`src/rtl/bit_serial_adder_pkg.sv`:
```
// Shared types and defaults for the bit-serial adder.
package bit_serial_adder_pkg;

    // Controller states, 2-bit encoding.
    typedef enum logic [1:0] {
        IDLE = 2'd0,
        RUN  = 2'd1,
        DONE = 2'd2
    } state_t;

    localparam int DEFAULT_WIDTH = 8;

endpackage

```
`src/rtl/bit_serial_adder_fa_cell.sv`:
```
// Single full-adder cell. The sum path is a two-stage XNOR, which is
// logically the same as a ^ b ^ cin.
module fa_cell (
    input  logic a,
    input  logic b,
    input  logic cin,
    output logic s,
    output logic co
);

    assign s  = ~(~(a ^ b) ^ cin);
    assign co = (a & b) | (cin & (a ^ b));

endmodule

```
`src/rtl/bit_serial_adder.sv`:
```
// LSB-first bit-serial adder: one sum bit per clock through one fa_cell.
// Optional signed-overflow output is enabled by BIT_SERIAL_ADDER_OVERFLOW_EN.
//
// Handshakes: a transfer happens on a rising clk edge where valid and ready
// are both high. Input side accepts only in IDLE; the output side holds
// sum/cout (and ovf) stable in DONE until out_ready is seen.
module bit_serial_adder
    import bit_serial_adder_pkg::*;
#(
    parameter int WIDTH = DEFAULT_WIDTH
) (
    input  logic             clk,
    input  logic             rst,
    input  logic             in_valid,
    output logic             in_ready,
    input  logic [WIDTH-1:0] a,
    input  logic [WIDTH-1:0] b,
    input  logic             cin,
    output logic             out_valid,
    input  logic             out_ready,
    output logic [WIDTH-1:0] sum,
    output logic             cout,
    output logic             busy,
`ifdef BIT_SERIAL_ADDER_OVERFLOW_EN
    output logic             ovf,
`endif
    output state_t           state
);

    localparam int             CW   = $clog2(WIDTH);
    localparam logic [CW-1:0]  LAST = CW'(WIDTH - 1);

    state_t           state_next;
    logic [WIDTH-1:0] a_sh;
    logic [WIDTH-1:0] b_sh;
    logic [WIDTH-1:0] sum_sh;
    logic             carry;
    logic [CW-1:0]    count;
    logic             fa_s;
    logic             fa_co;

    fa_cell u_fa (
        .a   (a_sh[0]),
        .b   (b_sh[0]),
        .cin (carry),
        .s   (fa_s),
        .co  (fa_co)
    );

    // State register.
    always_ff @(posedge clk) begin
        if (rst) begin
            state <= IDLE;
        end else begin
            state <= state_next;
        end
    end

    // Next-state logic.
    always_comb begin
        state_next = state;
        case (state)
            IDLE:    if (in_valid) state_next = RUN;
            RUN:     if (count == LAST) state_next = DONE;
            DONE:    if (out_ready) state_next = IDLE;
            default: state_next = IDLE;
        endcase
    end

    // Handshake and status outputs; in_ready is forced low while reset is held.
    always_comb begin
        in_ready  = 1'b0;
        out_valid = 1'b0;
        busy      = 1'b0;
        case (state)
            IDLE:    in_ready  = ~rst;
            RUN:     busy      = 1'b1;
            DONE: begin
                out_valid = 1'b1;
                busy      = 1'b1;
            end
            default: ;
        endcase
    end

    // Operand load in IDLE, then one shift/add step per clock in RUN.
    always_ff @(posedge clk) begin
        if (rst) begin
            a_sh   <= '0;
            b_sh   <= '0;
            sum_sh <= '0;
            carry  <= 1'b0;
            count  <= '0;
`ifdef BIT_SERIAL_ADDER_OVERFLOW_EN
            ovf    <= 1'b0;
`endif
        end else begin
            case (state)
                IDLE: begin
                    if (in_valid) begin
                        a_sh  <= a;
                        b_sh  <= b;
                        carry <= cin;
                        count <= '0;
                    end
                end
                RUN: begin
                    a_sh   <= a_sh >> 1;
                    b_sh   <= b_sh >> 1;
                    sum_sh <= {fa_s, sum_sh[WIDTH-1:1]};
                    carry  <= fa_co;
                    count  <= count + CW'(1);
`ifdef BIT_SERIAL_ADDER_OVERFLOW_EN
                    // On the MSB step, carry holds the carry into the MSB.
                    if (count == LAST) ovf <= carry ^ fa_co;
`endif
                end
                default: ;
            endcase
        end
    end

    assign sum  = sum_sh;
    assign cout = carry;

endmodule

```
`config.mk`:
```
export PLATFORM = sky130hd
export DESIGN_NAME = bit_serial_adder
export DESIGN_NICKNAME = d
export VERILOG_FILES = /design/src/rtl/bit_serial_adder_pkg.sv /design/src/rtl/bit_serial_adder_fa_cell.sv /design/src/rtl/bit_serial_adder.sv
export SDC_FILE = /design/constraint.sdc
export NUM_CORES = 1
export LEC_CHECK = 0
export BUFFER_PORTS_ARGS = -buffer_cell sky130_fd_sc_hd__buf_2
export CAP_MARGIN = 25
export CORE_UTILIZATION = 50
export CTS_CLUSTER_SIZE = 24
export DETAILED_ROUTE_END_ITERATION = 10
export GPL_ROUTABILITY_DRIVEN = 0
export PLACE_DENSITY = 0.75
export SETUP_SLACK_MARGIN = 0.4
export SYNTH_ARGS = -nofsm -noshare
export SYNTH_HDL_FRONTEND = slang
export SYNTH_SLANG_ARGS = --single-unit
```
`constraint.sdc`:
```
create_clock -name clk -period 2.3 [get_ports clk]
set_input_delay 0.345 -clock clk [delete_from_list [all_inputs] [get_ports clk]]
set_output_delay 0.345 -clock clk [all_outputs]
set_load 0.005 [all_outputs]
```
======== After elaboration in Yosys (flattened, before gate mapping) ========
Cells that the tools add are included.
operators by class
  bitwise logic cells ..................... 8
  $lt $le $gt $ge ......................... 0
  shift operators ......................... 0
  $mul .................................... 0
  add/subtract/negate cells ............... 1
  reductions and logical operators ........ 5
  muxes and demuxes ....................... 15
  eq/ne operators ......................... 6
  divide/modulo/power cells ............... 0
operator list
  cell                                                 count
  one-hot mux 8 bit (2 select lines)                   2
  two-way mux 8 bit                                    2
  two-way mux 2 bit                                    3
  inequality test 2 bit, second input constant         3
  one-hot mux 2 bit (3 select lines)                   1
  one-hot mux 3 bit (2 select lines)                   1
  two-way mux 1 bit                                    4
  adder 3 x 1 -> 3 bit, second input constant          1
  equality test 3 bit, second input constant           1
  two-way mux 3 bit                                    1
  inverter 1 bit                                       3
  AND reduction 3 bit                                  1
  bitwise AND 1 bit                                    2
  equality test 2 x 1 -> 1 bit, second input constant  1
  equality test 2 bit, second input constant           1
  logical NOT 2 bit                                    1
  one-hot mux 1 bit (2 select lines)                   1
  AND reduction 2 bit                                  1
  nonzero test 2 bit                                   1
  OR reduction 2 bit                                   1
  XOR 1 bit                                            2
  bitwise OR 1 bit                                     1
storage, ports and cells
  bits in registers ....................... 30
  logic and storage cells ................. 41
  memory bits (writable) .................. 0
  latch bits .............................. 0
  output and inout port bits .............. 14
  memories ................................ 0
  input bits .............................. 21
  bits in read-only memories .............. 0

======== Longest topological paths before layout ========
  depth after elaboration ................. 4
  gate-level depth with buffers ........... 7
  mapped depth without buffers ............ 5

======== Hierarchy ========
From an unflattened synthesis, not the netlist that was laid out.
second synthesis, totals
  cells, all modules ...................... 138
  area total of the unflattened synthesis .. 1490.2 um2
modules (own cells, without submodules)
  module            instances  area an instance (um2)  cells each  seq. area each (um2)
  bit_serial_adder  1          1470.2                  137         600.6
  fa_cell           1          20.0                    1           0.0

======== Worst setup path after synthesis ========
No wires, ideal clock.
  path type ............................... register to register
  start ................................... reg state[0]
  end ..................................... reg a_sh[3]
  stages on the path, launching flop included .. 8
  period minus slack after synthesis ...... 1.546 ns
  slack ................................... 0.754 ns
  required time ........................... 2.156 ns
  path buffers ............................ 2
  library setup time ...................... 0.144 ns
  data arrival time ....................... 1.402 ns
  path through ............................ dfxtp_1 > inv_1 > ha_1 > buf_6 > mux2_4 > buf_4 > nor2_1 > a211oi_2
on the way
  longest elaborated chain between the ends .. 3
  elaborated cells between the ends (all ways) .. 6
  those cells by class .................... eq/ne (2); mux (1); reduce/logical (3)
RTL lines
  item                                                                          RTL line                 RTL
  start, declared                                                               bit_serial_adder.sv:27   output state_t state
  start signal, assigned                                                        bit_serial_adder.sv:55   state <= state_next;
  equality test 2 x 1 -> 1 bit or logical NOT 2 bit (tied branches)             bit_serial_adder.sv:98   case (state)
  nonzero test 2 bit (no source line) or inequality test 2 bit (tied branches)  --
  AND reduction 2 bit (no source line)                                          --
  end signal, assigned                                                          bit_serial_adder.sv:108  a_sh <= a_sh >> 1;
  end, declared                                                                 bit_serial_adder.sv:34   logic [WIDTH-1:0] a_sh;
Parallel ways exist; a longest one is shown, timed or not.
A chain may end at the register's enable or synchronous reset.

======== Final worst setup path ========
  start ................................... reg state[1]
  end ..................................... out in_ready
on the way
  longest elaborated chain between the ends .. 2
RTL lines
  item               RTL line                RTL
  logical NOT 2 bit  bit_serial_adder.sv:75  case (state)
  two-way mux 1 bit  bit_serial_adder.sv:75
  end, declared      bit_serial_adder.sv:15  output logic in_ready,
No other way between the ends.

==> flow_summary.html <==
<table>
<tr><th>Metric</th><th>Value</th></tr>
<tr><th colspan="2">Yosys</th></tr>
<tr><td>Count of flip-flops with a built-in enable after synthesis</td><td>0</td></tr>
<tr><td>Post-synth top area share</td><td>0.403</td></tr>
<tr><td>Register bit count reported by yosys</td><td>30</td></tr>
<tr><td>Count of yosys warnings during synthesis</td><td>0</td></tr>
<tr><td>Post-Synth XOR/XNOR Area</td><td>0</td></tr>
<tr><td>Compound-cell area share of the yosys netlist</td><td>0.171</td></tr>
<tr><td>Share of synthesized cell area in and, or, nand and nor gates</td><td>0.108</td></tr>
<tr><td>Leading cell type by number of instances after synthesis</td><td>dfxtp_1</td></tr>
<tr><td>Cell accounting for the most synthesized area</td><td>dfxtp_1</td></tr>
<tr><td>Adder-cell share of the synthesized area</td><td>0.0638</td></tr>
<tr><td>Post-Syn Instances</td><td>138</td></tr>
<tr><td>Multiplexer fraction of the synthesized cell area</td><td>0.186</td></tr>
<tr><td>Synthesized net count</td><td>166</td></tr>
<tr><td>Top cells by instance count after synthesis</td><td>dfxtp_1, nor2_1, mux2i_1, a211oi_2, ha_1</td></tr>
<tr><td>Proportion of register bits with asynchronous set or reset after synthesis</td><td>0</td></tr>
<tr><td>Most area-consuming cells after synthesis</td><td>dfxtp_1, mux2i_1, a211oi_2</td></tr>
<tr><td>Portion of the post-synthesis area used by sequential elements</td><td>0.403</td></tr>
<tr><td>Number of different library cells in the post-synthesis netlist</td><td>24</td></tr>
<tr><td>Post-synth top flop</td><td>dfxtp_1</td></tr>
<tr><td>Mean cell area of the mapped netlist</td><td>about 11 um^2</td></tr>
<tr><td>Largest family of logic cells by synthesized area</td><td>multiplexers</td></tr>
<tr><td>Mapped Area</td><td>around 1500 um^2</td></tr>
<tr><th colspan="2">CTS</th></tr>
<tr><td>Number of buffers created by CTS</td><td>5</td></tr>
<tr><td>Skew-Pair Late Insertion Delay</td><td>0.33 ns</td></tr>
<tr><td>Clock tree from TritonCTS</td><td>done</td></tr>
<tr><td>Clock transition at the registers of the reported paths</td><td>0.10 ns</td></tr>
<tr><td>Number of levels the H-tree was split into</td><td>2</td></tr>
<tr><td>Root Buffer</td><td>clkbuf_4</td></tr>
<tr><td>Max clock buf depth</td><td>2</td></tr>
<tr><td>Number of setup buffers added after CTS</td><td>0</td></tr>
<tr><td>Total number of clock tree sinks</td><td>30</td></tr>
<tr><th colspan="2">Floorplan</th></tr>
<tr><td>Cell row count</td><td>19</td></tr>
<tr><td>I/O pin total</td><td>35</td></tr>
<tr><td>Vertical die dimension</td><td>between 50 and 60 um</td></tr>
<tr><td>Area of the die</td><td>3200 um^2</td></tr>
<tr><td>CORE AREA</td><td>roughly 2800 um^2</td></tr>
<tr><td>Starting Density</td><td>0.536</td></tr>
<tr><td>Chip Width</td><td>about 57 um</td></tr>
<tr><th colspan="2">Status</th></tr>
<tr><td>Result of the run</td><td>finished, final reports clean</td></tr>
<tr><th colspan="2">GRT</th></tr>
<tr><td>Sum of overflow across all layers after global routing</td><td>0</td></tr>
<tr><td>Global routing usage summed across all routing layers</td><td>0.187</td></tr>
<tr><td>GR peak layer</td><td>met2</td></tr>
<tr><td>Largest net degree at the start of global routing</td><td>31</td></tr>
<tr><td>M1 GR Usage</td><td>0.225</td></tr>
<tr><td>First-pass GRT wire length</td><td>4470 um</td></tr>
<tr><td>Antenna violations before repair</td><td>0</td></tr>
<tr><td>Met2 track demand over resource in global routing</td><td>0.294</td></tr>
<tr><td>Vias in the first global route</td><td>between 1000 and 1500</td></tr>
<tr><td>GR Util met3</td><td>0.0484</td></tr>
<tr><th colspan="2">STA</th></tr>
<tr><td>Endpoints failing setup</td><td>0</td></tr>
<tr><td>Minimum clock period</td><td>1.78 ns</td></tr>
<tr><td>Final worst clock skew</td><td>roughly 0.010 ns</td></tr>
<tr><td>Total count of max-transition violations in the final report</td><td>0</td></tr>
<tr><td>Max Freq</td><td>~560 MHz</td></tr>
<tr><td>Setup repair after global routing missed its margin</td><td>no</td></tr>
<tr><td>Transition at the pin with the smallest max-transition slack</td><td>0.363 ns</td></tr>
<tr><td>Slew headroom</td><td>0.758</td></tr>
<tr><td>Final worst path period share</td><td>0.772</td></tr>
<tr><td>Final hold violation count</td><td>0</td></tr>
<tr><td>Setup TNS Final</td><td>0 ns</td></tr>
<tr><th colspan="2">Critical path</th></tr>
<tr><td>Depth of the worst register-to-register path</td><td>5</td></tr>
<tr><td>Arrival time of the worst setup path</td><td>approximately 1.4 ns</td></tr>
<tr><td>Internal reg-to-reg setup slack</td><td>approximately 0.67 ns</td></tr>
<tr><td>Endpoint class of the critical path</td><td>primary output</td></tr>
<tr><td>CP required</td><td>1.96 ns</td></tr>
<tr><td>Element type at the critical path start</td><td>flip-flop</td></tr>
<tr><td>Critical path launch point</td><td>state[1]</td></tr>
<tr><td>Crit Path Class</td><td>flip-flop to primary output</td></tr>
<tr><td>Launch instance of the worst register-to-register path</td><td>state[1]</td></tr>
<tr><td>Critical-path maximum fanout</td><td>8</td></tr>
<tr><th colspan="2">Drt</th></tr>
<tr><td>Number of nets still failing antenna checks after routing</td><td>0</td></tr>
<tr><td>Number of DRC markers after the initial detailed-route iteration</td><td>39</td></tr>
<tr><td>Routed WL</td><td>2650 um</td></tr>
<tr><td>Detailed Routing Iterations Pass 1</td><td>4</td></tr>
<tr><td>Routed via count divided by cell count</td><td>5.41</td></tr>
<tr><td>Post-detailed-route DRC marker count</td><td>0</td></tr>
<tr><td>Wire length per cell</td><td>about 13 um</td></tr>
<tr><td>Via count</td><td>between 1000 and 1500</td></tr>
<tr><th colspan="2">Hold path</th></tr>
<tr><td>Min-Delay Path Depth</td><td>2</td></tr>
<tr><td>Hold Path Class</td><td>input port to flip-flop</td></tr>
<tr><td>Hold Path Origin</td><td>rst</td></tr>
<tr><th colspan="2">Layout</th></tr>
<tr><td>Share of cells above drive strength 1</td><td>0.372</td></tr>
<tr><td>Layout overhead on the synthesized area</td><td>17.4%</td></tr>
<tr><td>Non-filler cells in the finished layout</td><td>203</td></tr>
<tr><td>Antenna diode count</td><td>0</td></tr>
<tr><td>Post-Layout Inst Area</td><td>1750 um^2</td></tr>
<tr><td>Layout net count</td><td>199</td></tr>
<tr><th colspan="2">Placement</th></tr>
<tr><td># placed instances</td><td>roughly 200</td></tr>
<tr><td>Cell area after placement</td><td>1640 um^2</td></tr>
<tr><td>Input/output buffers</td><td>34</td></tr>
<tr><td>Final HPWL DP</td><td>1880 um</td></tr>
<tr><th colspan="2">Power</th></tr>
<tr><td>Total power divided by cell area</td><td>1250 nW/um^2</td></tr>
<tr><td>Total Power Consumption</td><td>about 2200 uW</td></tr>
<tr><td>Max VDD drop</td><td>0.000990 V</td></tr>
<tr><td>Static leakage</td><td>0.000745 uW</td></tr>
<tr><th colspan="2">Run</th></tr>
<tr><td>Max-cap violation count</td><td>0</td></tr>
</table>
critical path, cell delays in order, from the launching register on:
cell and delay, ns:
dfxtp_1 0.35, inv_1 0.11, ha_2 0.29, nor2b_1 0.22, buf_2 0.14
stage by stage:
stage	hold WS, ns	worst slack [ns]	utilization
global placement	0.454	0.727	0.588
CTS	0.342	0.451	0.628
floorplan	0.444	0.754	-
global route	0.343	0.430	0.629
detailed placement	0.465	0.668	0.588
finish	0.346	0.524	0.629
final cells by class:
| class | instances | area [um^2] |
|---|---|---|
| tap | 31 | 38.8 |
| clock inverter | 2 | 60.1 |
| inverter | 4 | 15.0 |
| multi-input combinational | 93 | 791 |
| clock buffer | 6 | 51.3 |
| sequential | 30 | 601 |
| timing repair buffer | 37 | 193 |
| fill | 235 | 1030 |
flip-flops by register name, summed over array words and instances (netlist names):
name   count
cout       1
count      3
state      2
sum        8
a_sh       8
b_sh       8
cell families after synthesis:
| group | count (synthesis) |
|---|---|
| buffers and inverters | 15 |
| AOI/OAI and AO/OA | 23 |
| adders and majority gates | 7 |
| muxes | 27 |
| and+or+nand+nor | 36 |
| DFF | 30 |
per-layer routing:
metal	part of all wire	wire (um)
met3	0.043	115
met2	0.47	1250
met5	0	0
met1	0.47	1230
met4	0.020	52
what timing repair did:
| item | 4_1_cts | 5_1_grt |
|---|---|---|
| endpoints found under the setup margin | 0 | 1 |
| resized for setup | 0 | 1 |
| hold buffers | 0 | 0 |
| hold endpoints to repair | 0 | 0 |
cell usage in the layout, fill, tap and decap left out:
| cell | count |
|---|---|
| a211oi_2 | 15 |
| a21oi_1 | 1 |
| a31oi_1 | 2 |
| a32oi_1 | 2 |
| buf_2 | 34 |
| buf_4 | 3 |
| bufinv_16 | 2 |
| clkbuf_4 | 5 |
| clkbuf_8 | 1 |
| dfxtp_1 | 30 |
| fa_1 | 1 |
| ha_1 | 5 |
| ha_2 | 1 |
| inv_1 | 4 |
| mux2_1 | 1 |
| mux2_4 | 1 |
| mux2i_1 | 25 |
| nand2_1 | 1 |
| nand2b_1 | 4 |
| nand2b_2 | 1 |
| nand3b_1 | 1 |
| nor2_1 | 26 |
| nor2b_1 | 3 |
| o221ai_2 | 1 |
| o32ai_1 | 2 |
path summary, 6_finish.rpt:
kind,end
max,in_ready
min,b_sh[0]
max reg2reg,a_sh[5]
min reg2reg,count[0]
where the power goes:
group	switching (uW)	internal, uW
clock	185	368
sequential	81.3	649
combinational	489	411
total	755	1430
Power figures use the tool's default switching activity.
